<file path="src/rtl/mips_ctrl_pkg.sv">
// Shared state codes, opcodes, ALU-op codes and control-word layout for the multicycle
// MIPS controller.
package mips_ctrl_pkg;

  typedef enum logic [3:0] {
    FETCH   = 4'd0,
    DECODE  = 4'd1,
    MEMADR  = 4'd2,
    MEMRD   = 4'd3,
    MEMWB   = 4'd4,
    MEMWR   = 4'd5,
    EXECUTE = 4'd6,
    ALUWB   = 4'd7,
    BRANCH  = 4'd8,
    IMMEXEC = 4'd9,
    IMMWB   = 4'd10,
    JUMP    = 4'd11,
    TRAP    = 4'd12
  } state_e;

  localparam logic [5:0] OP_LW    = 6'b100011;
  localparam logic [5:0] OP_SW    = 6'b101011;
  localparam logic [5:0] OP_RTYPE = 6'b000000;
  localparam logic [5:0] OP_BEQ   = 6'b000100;
  localparam logic [5:0] OP_ADDI  = 6'b001000;
  localparam logic [5:0] OP_SLTI  = 6'b001010;
  localparam logic [5:0] OP_J     = 6'b000010;

  localparam logic [1:0] ALUOP_ADD   = 2'b00;
  localparam logic [1:0] ALUOP_SUB   = 2'b01;
  localparam logic [1:0] ALUOP_FUNCT = 2'b10;
  localparam logic [1:0] ALUOP_SLT   = 2'b11;

  // Raw per-state control word; handshake gating is applied in the top module.
  typedef struct packed {
    logic       iord;
    logic       mem_write;
    logic       ir_write;
    logic       reg_dst;
    logic       mem_to_reg;
    logic       reg_write;
    logic       alu_src_a;
    logic [1:0] alu_src_b;
    logic [1:0] pc_src;
    logic       pc_write;
    logic       branch;
    logic [1:0] alu_op;
  } ctrl_t;

  localparam int unsigned CTRL_W = $bits(ctrl_t);

endpackage

</file>
<file path="src/rtl/mips_multicycle_controller_outdec.sv">
// Combinational state -> control-word decode for the multicycle MIPS controller.
module mips_ctrl_outdec
  import mips_ctrl_pkg::*;
#(
  parameter int unsigned STATE_W = 4
) (
  input  logic [STATE_W-1:0] i_state,
  input  logic               i_slt,
  output logic [CTRL_W-1:0]  o_ctrl
);

  ctrl_t w_ctrl;

  always_comb begin
    w_ctrl = '0;
    case (i_state)
      STATE_W'(FETCH): begin
        w_ctrl.alu_src_b = 2'b01;
        w_ctrl.ir_write  = 1'b1;
        w_ctrl.pc_write  = 1'b1;
        w_ctrl.alu_op    = ALUOP_ADD;
      end
      STATE_W'(DECODE): begin
        w_ctrl.alu_src_b = 2'b11;
        w_ctrl.alu_op    = ALUOP_ADD;
      end
      STATE_W'(MEMADR): begin
        w_ctrl.alu_src_a = 1'b1;
        w_ctrl.alu_src_b = 2'b10;
      end
      STATE_W'(MEMRD): w_ctrl.iord = 1'b1;
      STATE_W'(MEMWB): begin
        w_ctrl.mem_to_reg = 1'b1;
        w_ctrl.reg_write  = 1'b1;
      end
      STATE_W'(MEMWR): begin
        w_ctrl.iord      = 1'b1;
        w_ctrl.mem_write = 1'b1;
      end
      STATE_W'(EXECUTE): begin
        w_ctrl.alu_src_a = 1'b1;
        w_ctrl.alu_src_b = 2'b00;
        w_ctrl.alu_op    = ALUOP_FUNCT;
      end
      STATE_W'(ALUWB): begin
        w_ctrl.reg_dst   = 1'b1;
        w_ctrl.reg_write = 1'b1;
      end
      STATE_W'(BRANCH): begin
        w_ctrl.alu_src_a = 1'b1;
        w_ctrl.alu_op    = ALUOP_SUB;
        w_ctrl.pc_src    = 2'b01;
        w_ctrl.branch    = 1'b1;
      end
      STATE_W'(IMMEXEC): begin
        w_ctrl.alu_src_a = 1'b1;
        w_ctrl.alu_src_b = 2'b10;
        w_ctrl.alu_op    = i_slt ? ALUOP_SLT : ALUOP_ADD;
      end
      STATE_W'(IMMWB): w_ctrl.reg_write = 1'b1;
      STATE_W'(JUMP): begin
        w_ctrl.pc_src   = 2'b10;
        w_ctrl.pc_write = 1'b1;
      end
      default: ;
    endcase
  end

  assign o_ctrl = w_ctrl;

endmodule

</file>
<file path="src/rtl/mips_multicycle_controller.sv">
// Main control FSM for the multicycle MIPS datapath, with memory-wait timeout.
// Define ILLEGAL_OP_TRAP_EN to trap undefined opcodes and expose o_illegal_op.
module mips_multicycle_controller
  import mips_ctrl_pkg::*;
#(
  parameter int unsigned STATE_W     = 4,
  parameter int unsigned MEM_TIMEOUT = 0
) (
  input  logic       clk,
  input  logic       rst_n,
  input  logic [5:0] i_opcode,
  input  logic       i_mem_ready,
  output logic       o_iord,
  output logic       o_mem_write,
  output logic       o_ir_write,
  output logic       o_reg_dst,
  output logic       o_mem_to_reg,
  output logic       o_reg_write,
  output logic       o_alu_src_a,
  output logic [1:0] o_alu_src_b,
  output logic [1:0] o_pc_src,
  output logic       o_pc_write,
  output logic       o_branch,
  output logic [1:0] o_alu_op,
  output logic       o_mem_err
`ifdef ILLEGAL_OP_TRAP_EN
  ,
  output logic       o_illegal_op
`endif
);

  localparam int unsigned CNT_W   = (MEM_TIMEOUT < 2) ? 1 : $clog2(MEM_TIMEOUT + 1);
  localparam logic [31:0] TO_LAST = (MEM_TIMEOUT > 0) ? 32'(MEM_TIMEOUT - 1) : 32'd0;

  logic [STATE_W-1:0] r_state;
  logic [STATE_W-1:0] w_state_next;
  logic               r_slt;
  logic [CNT_W-1:0]   r_wait_cnt;
  logic [CNT_W-1:0]   w_wait_cnt_next;
  logic               w_wait_state;
  logic               w_stall;
  logic               w_timeout;
  logic [CTRL_W-1:0]  w_ctrl_bits;
  ctrl_t              w_ctrl;

  assign w_wait_state = (r_state == STATE_W'(FETCH)) || (r_state == STATE_W'(MEMRD)) ||
                        (r_state == STATE_W'(MEMWR));
  assign w_stall      = w_wait_state && !i_mem_ready;
  // The cycle in which the stall count would reach MEM_TIMEOUT is the timeout cycle.
  assign w_timeout    = (MEM_TIMEOUT > 0) && w_stall && (32'(r_wait_cnt) == TO_LAST);

  always_comb begin
    w_state_next = r_state;
    case (r_state)
      STATE_W'(FETCH): if (i_mem_ready) w_state_next = STATE_W'(DECODE);
      STATE_W'(DECODE): begin
        case (i_opcode)
          OP_LW, OP_SW:     w_state_next = STATE_W'(MEMADR);
          OP_RTYPE:         w_state_next = STATE_W'(EXECUTE);
          OP_BEQ:           w_state_next = STATE_W'(BRANCH);
          OP_ADDI, OP_SLTI: w_state_next = STATE_W'(IMMEXEC);
          OP_J:             w_state_next = STATE_W'(JUMP);
`ifdef ILLEGAL_OP_TRAP_EN
          default:          w_state_next = STATE_W'(TRAP);
`else
          default:          w_state_next = STATE_W'(FETCH);
`endif
        endcase
      end
      STATE_W'(MEMADR):
        w_state_next = (i_opcode == OP_SW) ? STATE_W'(MEMWR) : STATE_W'(MEMRD);
      STATE_W'(MEMRD):   if (i_mem_ready) w_state_next = STATE_W'(MEMWB);
      STATE_W'(MEMWR):   if (i_mem_ready) w_state_next = STATE_W'(FETCH);
      STATE_W'(EXECUTE): w_state_next = STATE_W'(ALUWB);
      STATE_W'(IMMEXEC): w_state_next = STATE_W'(IMMWB);
`ifdef ILLEGAL_OP_TRAP_EN
      STATE_W'(TRAP):    w_state_next = STATE_W'(TRAP);
`endif
      default:           w_state_next = STATE_W'(FETCH);
    endcase
    if (w_timeout) w_state_next = STATE_W'(FETCH);
  end

  always_comb begin
    w_wait_cnt_next = '0;
    if (w_stall && !w_timeout) begin
      w_wait_cnt_next = (r_wait_cnt == '1) ? r_wait_cnt : r_wait_cnt + CNT_W'(1);
    end
  end

  always_ff @(posedge clk or negedge rst_n) begin
    if (!rst_n) begin
      r_state    <= STATE_W'(FETCH);
      r_wait_cnt <= '0;
      r_slt      <= 1'b0;
    end else begin
      r_state    <= w_state_next;
      r_wait_cnt <= w_wait_cnt_next;
      if (r_state == STATE_W'(DECODE)) r_slt <= (i_opcode == OP_SLTI);
    end
  end

  mips_ctrl_outdec #(
    .STATE_W(STATE_W)
  ) u_outdec (
    .i_state(r_state),
    .i_slt  (r_slt),
    .o_ctrl (w_ctrl_bits)
  );

  assign w_ctrl = ctrl_t'(w_ctrl_bits);

  assign o_iord       = w_ctrl.iord;
  assign o_mem_write  = w_ctrl.mem_write & i_mem_ready;
  assign o_ir_write   = w_ctrl.ir_write & i_mem_ready;
  assign o_reg_dst    = w_ctrl.reg_dst;
  assign o_mem_to_reg = w_ctrl.mem_to_reg;
  assign o_reg_write  = w_ctrl.reg_write;
  assign o_alu_src_a  = w_ctrl.alu_src_a;
  assign o_alu_src_b  = w_ctrl.alu_src_b;
  assign o_pc_src     = w_ctrl.pc_src;
  // Only the fetch PC increment waits on memory; the jump PC load is unconditional.
  assign o_pc_write   = w_ctrl.pc_write & (i_mem_ready | (r_state != STATE_W'(FETCH)));
  assign o_branch     = w_ctrl.branch;
  assign o_alu_op     = w_ctrl.alu_op;
  assign o_mem_err    = w_timeout;
`ifdef ILLEGAL_OP_TRAP_EN
  assign o_illegal_op = (r_state == STATE_W'(TRAP));
`endif

endmodule
</file>
<file path="config.mk">
export PLATFORM = sky130hd
export DESIGN_NAME = mips_multicycle_controller
export DESIGN_NICKNAME = d
export VERILOG_FILES = /design/src/rtl/mips_ctrl_pkg.sv /design/src/rtl/mips_multicycle_controller_outdec.sv /design/src/rtl/mips_multicycle_controller.sv
export SDC_FILE = /design/constraint.sdc
export NUM_CORES = 1
export LEC_CHECK = 0
export CAP_MARGIN = 20
export CORE_MARGIN = 5
export CORE_UTILIZATION = 43
export DETAILED_ROUTE_END_ITERATION = 12
export PLACE_DENSITY = 0.84
export SYNTH_ARGS = -nofsm -noshare
export SYNTH_HDL_FRONTEND = slang
export SYNTH_HIERARCHICAL = 1
export SYNTH_SLANG_ARGS = --single-unit
</file>
<file path="constraint.sdc">
create_clock -name clk -period 1.85 [get_ports clk]
set_input_delay 0.2775 -clock clk [delete_from_list [all_inputs] [get_ports clk]]
set_output_delay 0.2775 -clock clk [all_outputs]
set_load 0.01 [all_outputs]
</file>
==> results of run 1 <==
## state kept, by name, indices dropped and copies added, names as in the netlist
| signal | flops |
|---|---|
| r_slt | 1 |
| r_state | 4 |
## worst max-delay path: stages, from the launching register on
cell and delay, ns:
dfrtp_1 0.40, buf_6 0.13, or3_4 0.32, a21oi_2 0.14, a21boi_2 0.16, buf_2 0.14
## final cells by class
| class | count | area (um^2) | share of cell area (%) |
|---|---|---|---|
| multi-input cells | 64 | 475 | 48.0 |
| repair buffers | 41 | 324 | 32.7 |
| flip-flops and latches | 5 | 125 | 12.6 |
| clock buffers | 4 | 26.3 | 2.65 |
| well taps | 16 | 20.0 | 2.02 |
| inverters | 5 | 18.8 | 1.90 |
## layer usage
metal	share of wire, %	routed length, um	up-vias	GRT usage (%)
met4	0.29	5	0	3.93
met5	0	0	-	0
met3	7.4	129	2	2.71
met1	41	713	336	13.7
met2	51	894	29	26.1
li1	-	-	376	-
## synthesized netlist by cell type (all sizes together), types with 3 or more instances
cell / number / area (um^2)
dfrtp: 5 / 125
nor3: 6 / 30.0
o21ai: 4 / 20.0
buf: 9 / 80.1
nor4: 3 / 33.8
nand2: 3 / 11.3
nand2b: 3 / 18.8
nor2: 5 / 18.8
inv: 5 / 18.8
## worst max path at each step
stage	endpoint	cells past startpoint
after floorplan	o_pc_write	4
after global placement	o_pc_write	4
after detailed placement	o_pc_write	4
after CTS	o_alu_src_a	4
after global routing	o_pc_write	5
final	o_pc_write	5
## logic make-up after synthesis
kind of cell / after synthesis
AOI/OAI and AO/OA: 18
xor gates and xnor gates: 1
buffers and inverters: 14
DFF: 5
other: 1
and+or+nand+nor: 44
## cell usage in the layout (no fill, tap or decap), types with 2 or more instances in the layout
master / n
nand3_1: 2
a21oi_2: 2
a211oi_1: 2
nor2_1: 5
inv_1: 5
nand2b_1: 3
or3b_4: 2
nor4_1: 2
nor3_1: 6
dfrtp_1: 5
o21ai_0: 4
dlygate4sd2_1: 8
nor2b_1: 2
clkbuf_2: 2
nand2_1: 3
nor3b_1: 2
and2_1: 2
buf_4: 17
buf_2: 5
clkdlybuf4s50_1: 8
and4bb_2: 2
clkbuf_4: 3
## power breakdown
group | internal [mW] | total [mW] | leakage, nW | switching, mW
Combinational | 0.439 | 0.823 | 0.372 | 0.384
Sequential | 0.138 | 0.168 | 0.0672 | 0.0295
Clock | 0.0815 | 0.126 | 0.0150 | 0.0447
Total | 0.659 | 1.12 | 0.454 | 0.458
## per-stage QoR
step                      worst slack (ns)  hold WS, ns  TNS (ns)  cells  instance area (um^2)
after floorplan                      0.244      -0.0181         0     83                   687
after global placement             -0.0709        0.490    -0.244    129                   977
after detailed placement            -0.145        0.511    -0.433    129                   977
after CTS                          0.00316        0.269         0    135                   992
after global routing               0.00315        0.288         0    135                   990
final                               0.0413        0.260         0    135                   990
## what timing repair did
action,CTS,global route
pin swaps,0,0
endpoints found under the hold margin,0,0
setup endpoints to repair,15,4
setup buffers,2,0
gates resized for setup,32,7
==> key figures, run 1 <==
Run status
  • Run status: finished clean

Drt
  • Drt pass-1 iters: 4
  • WL final: 1740 um
  • Via density: 5.50
  • Post-route ant nets: 0
  • WL/cell: 12.9 um
  • DRT iter0 DRCs: 8
  • DRC viols: 0
  • Via count: 743

Final layout
  • Ratio of cells with drive above 1 in the final layout: 34.5%
  • Syn-to-layout area delta: 44.1%
  • NumNets Final: 129
  • Layout Utilization: 65.7%
  • Filler cells: 138
  • N_diodes: 0

Global route
  • Initial antenna violation count: 0
  • Vias in the first global route: 691
  • Tot GR Track Use: 13.3%
  • First-pass GRT wire length: 2750 um
  • Largest net degree at the start of global routing: 14
  • Total gr overflow: 0

Worst hold path
  • Hold crit path type: in -> async

Die
  • Die X: 50.0 um
  • Starting Density: 45.6%
  • CORE AREA: 0.00151 mm^2
  • Core Rows: 14
  • Top-Level Pins: 25
  • Die Y: 50.0 um
  • Die area: 0.00250 mm^2

Pwr
  • Tot Pwr: 1.12 mW
  • Worst vdd ir: 0.533 mV
  • Pwr dens: 1130 mW/mm^2
  • Leak Pwr: 0.454 nW

Clocking
  • Hold_buf cts: 0
  • Clk_lat worst skew: 0.24 ns
  • Clock sink total: 5
  • H-tree level count: 1
  • Clock buffer depth: 2
  • Root Driver: clkbuf_4
  • CTS Buf Count: 3
  • TritonCTS clock tree: built
  • Clk slew on worst S/H paths: 0.04 ns

Yosys
  • Post-Synth Adder-Cell Area: 0%
  • Yosys cell types: 44
  • EDFF count, synth: 0
  • Largest family of logic cells by synthesized area: simple AND/OR/NAND/NOR gates
  • Avg Cell Area, Syn: 8.28 um^2
  • Complex-gate fraction of the synthesized area: 19.7%
  • Synth Area in Simple Gates: 45.9%
  • Mux share of post-synthesis cell area: 0%
  • Synthesis Warnings: 6
  • #FFs+latches synth: 5
  • Most common flop cell mapped by yosys: dfrtp_1
  • Post-Synth XOR/XNOR Area: 1.28%
  • Cell Area, Synth: 687 um^2
  • Syn Inst Count: 83
  • Post-synth ARST share: 100%
  • Total nets after synthesis: 92
  • Sequential-to-total area share from yosys stat: 18.2%

Worst setup path
  • R2R cell count: 4
  • Crit path launch: r_state[3]
  • Crit path launch type: register
  • FF-to-FF Start: r_state[0]
  • R2R setup slack: 0.49 ns
  • Crit-path max FO: 4
  • Worst Path Required: 1.57 ns
  • RR Endpoint: r_slt
  • Crit end category: primary output
  • Kind of critical path: reg -> out
  • WP data arrival: 1.53 ns

Placed design
  • Routability cong.: 0.858
  • Port Buffers: 23
  • Final HPWL DP: 1460 um

Run
  • Max-cap violations: 0

Timing
  • Fin crit period: 1.81 ns
  • Fmax: 0.553 GHz
  • Final hold vios: 0
  • Unrepaired setup endpoints after global routing: false
  • Slew Limit Fails: 0
  • Clk_skew: 0.00205 ns
  • Final setup violating endpoints: 0
  • Final period utilization: 97.8%
Note: power is estimated with default switching activity, not from simulation.
==> run 2: changes to the inputs <==
--- a/config.mk
+++ b/config.mk
@@ -9,6 +9,8 @@
 export CORE_MARGIN = 5
 export CORE_UTILIZATION = 43
 export DETAILED_ROUTE_END_ITERATION = 12
+export GPL_ROUTABILITY_DRIVEN = 0
+export HOLD_SLACK_MARGIN = 0.08
 export PLACE_DENSITY = 0.84
 export SYNTH_ARGS = -nofsm -noshare
 export SYNTH_HDL_FRONTEND = slang
==> results of run 2 <==
Final layout, timing and power as in run 1 (identical DEF).
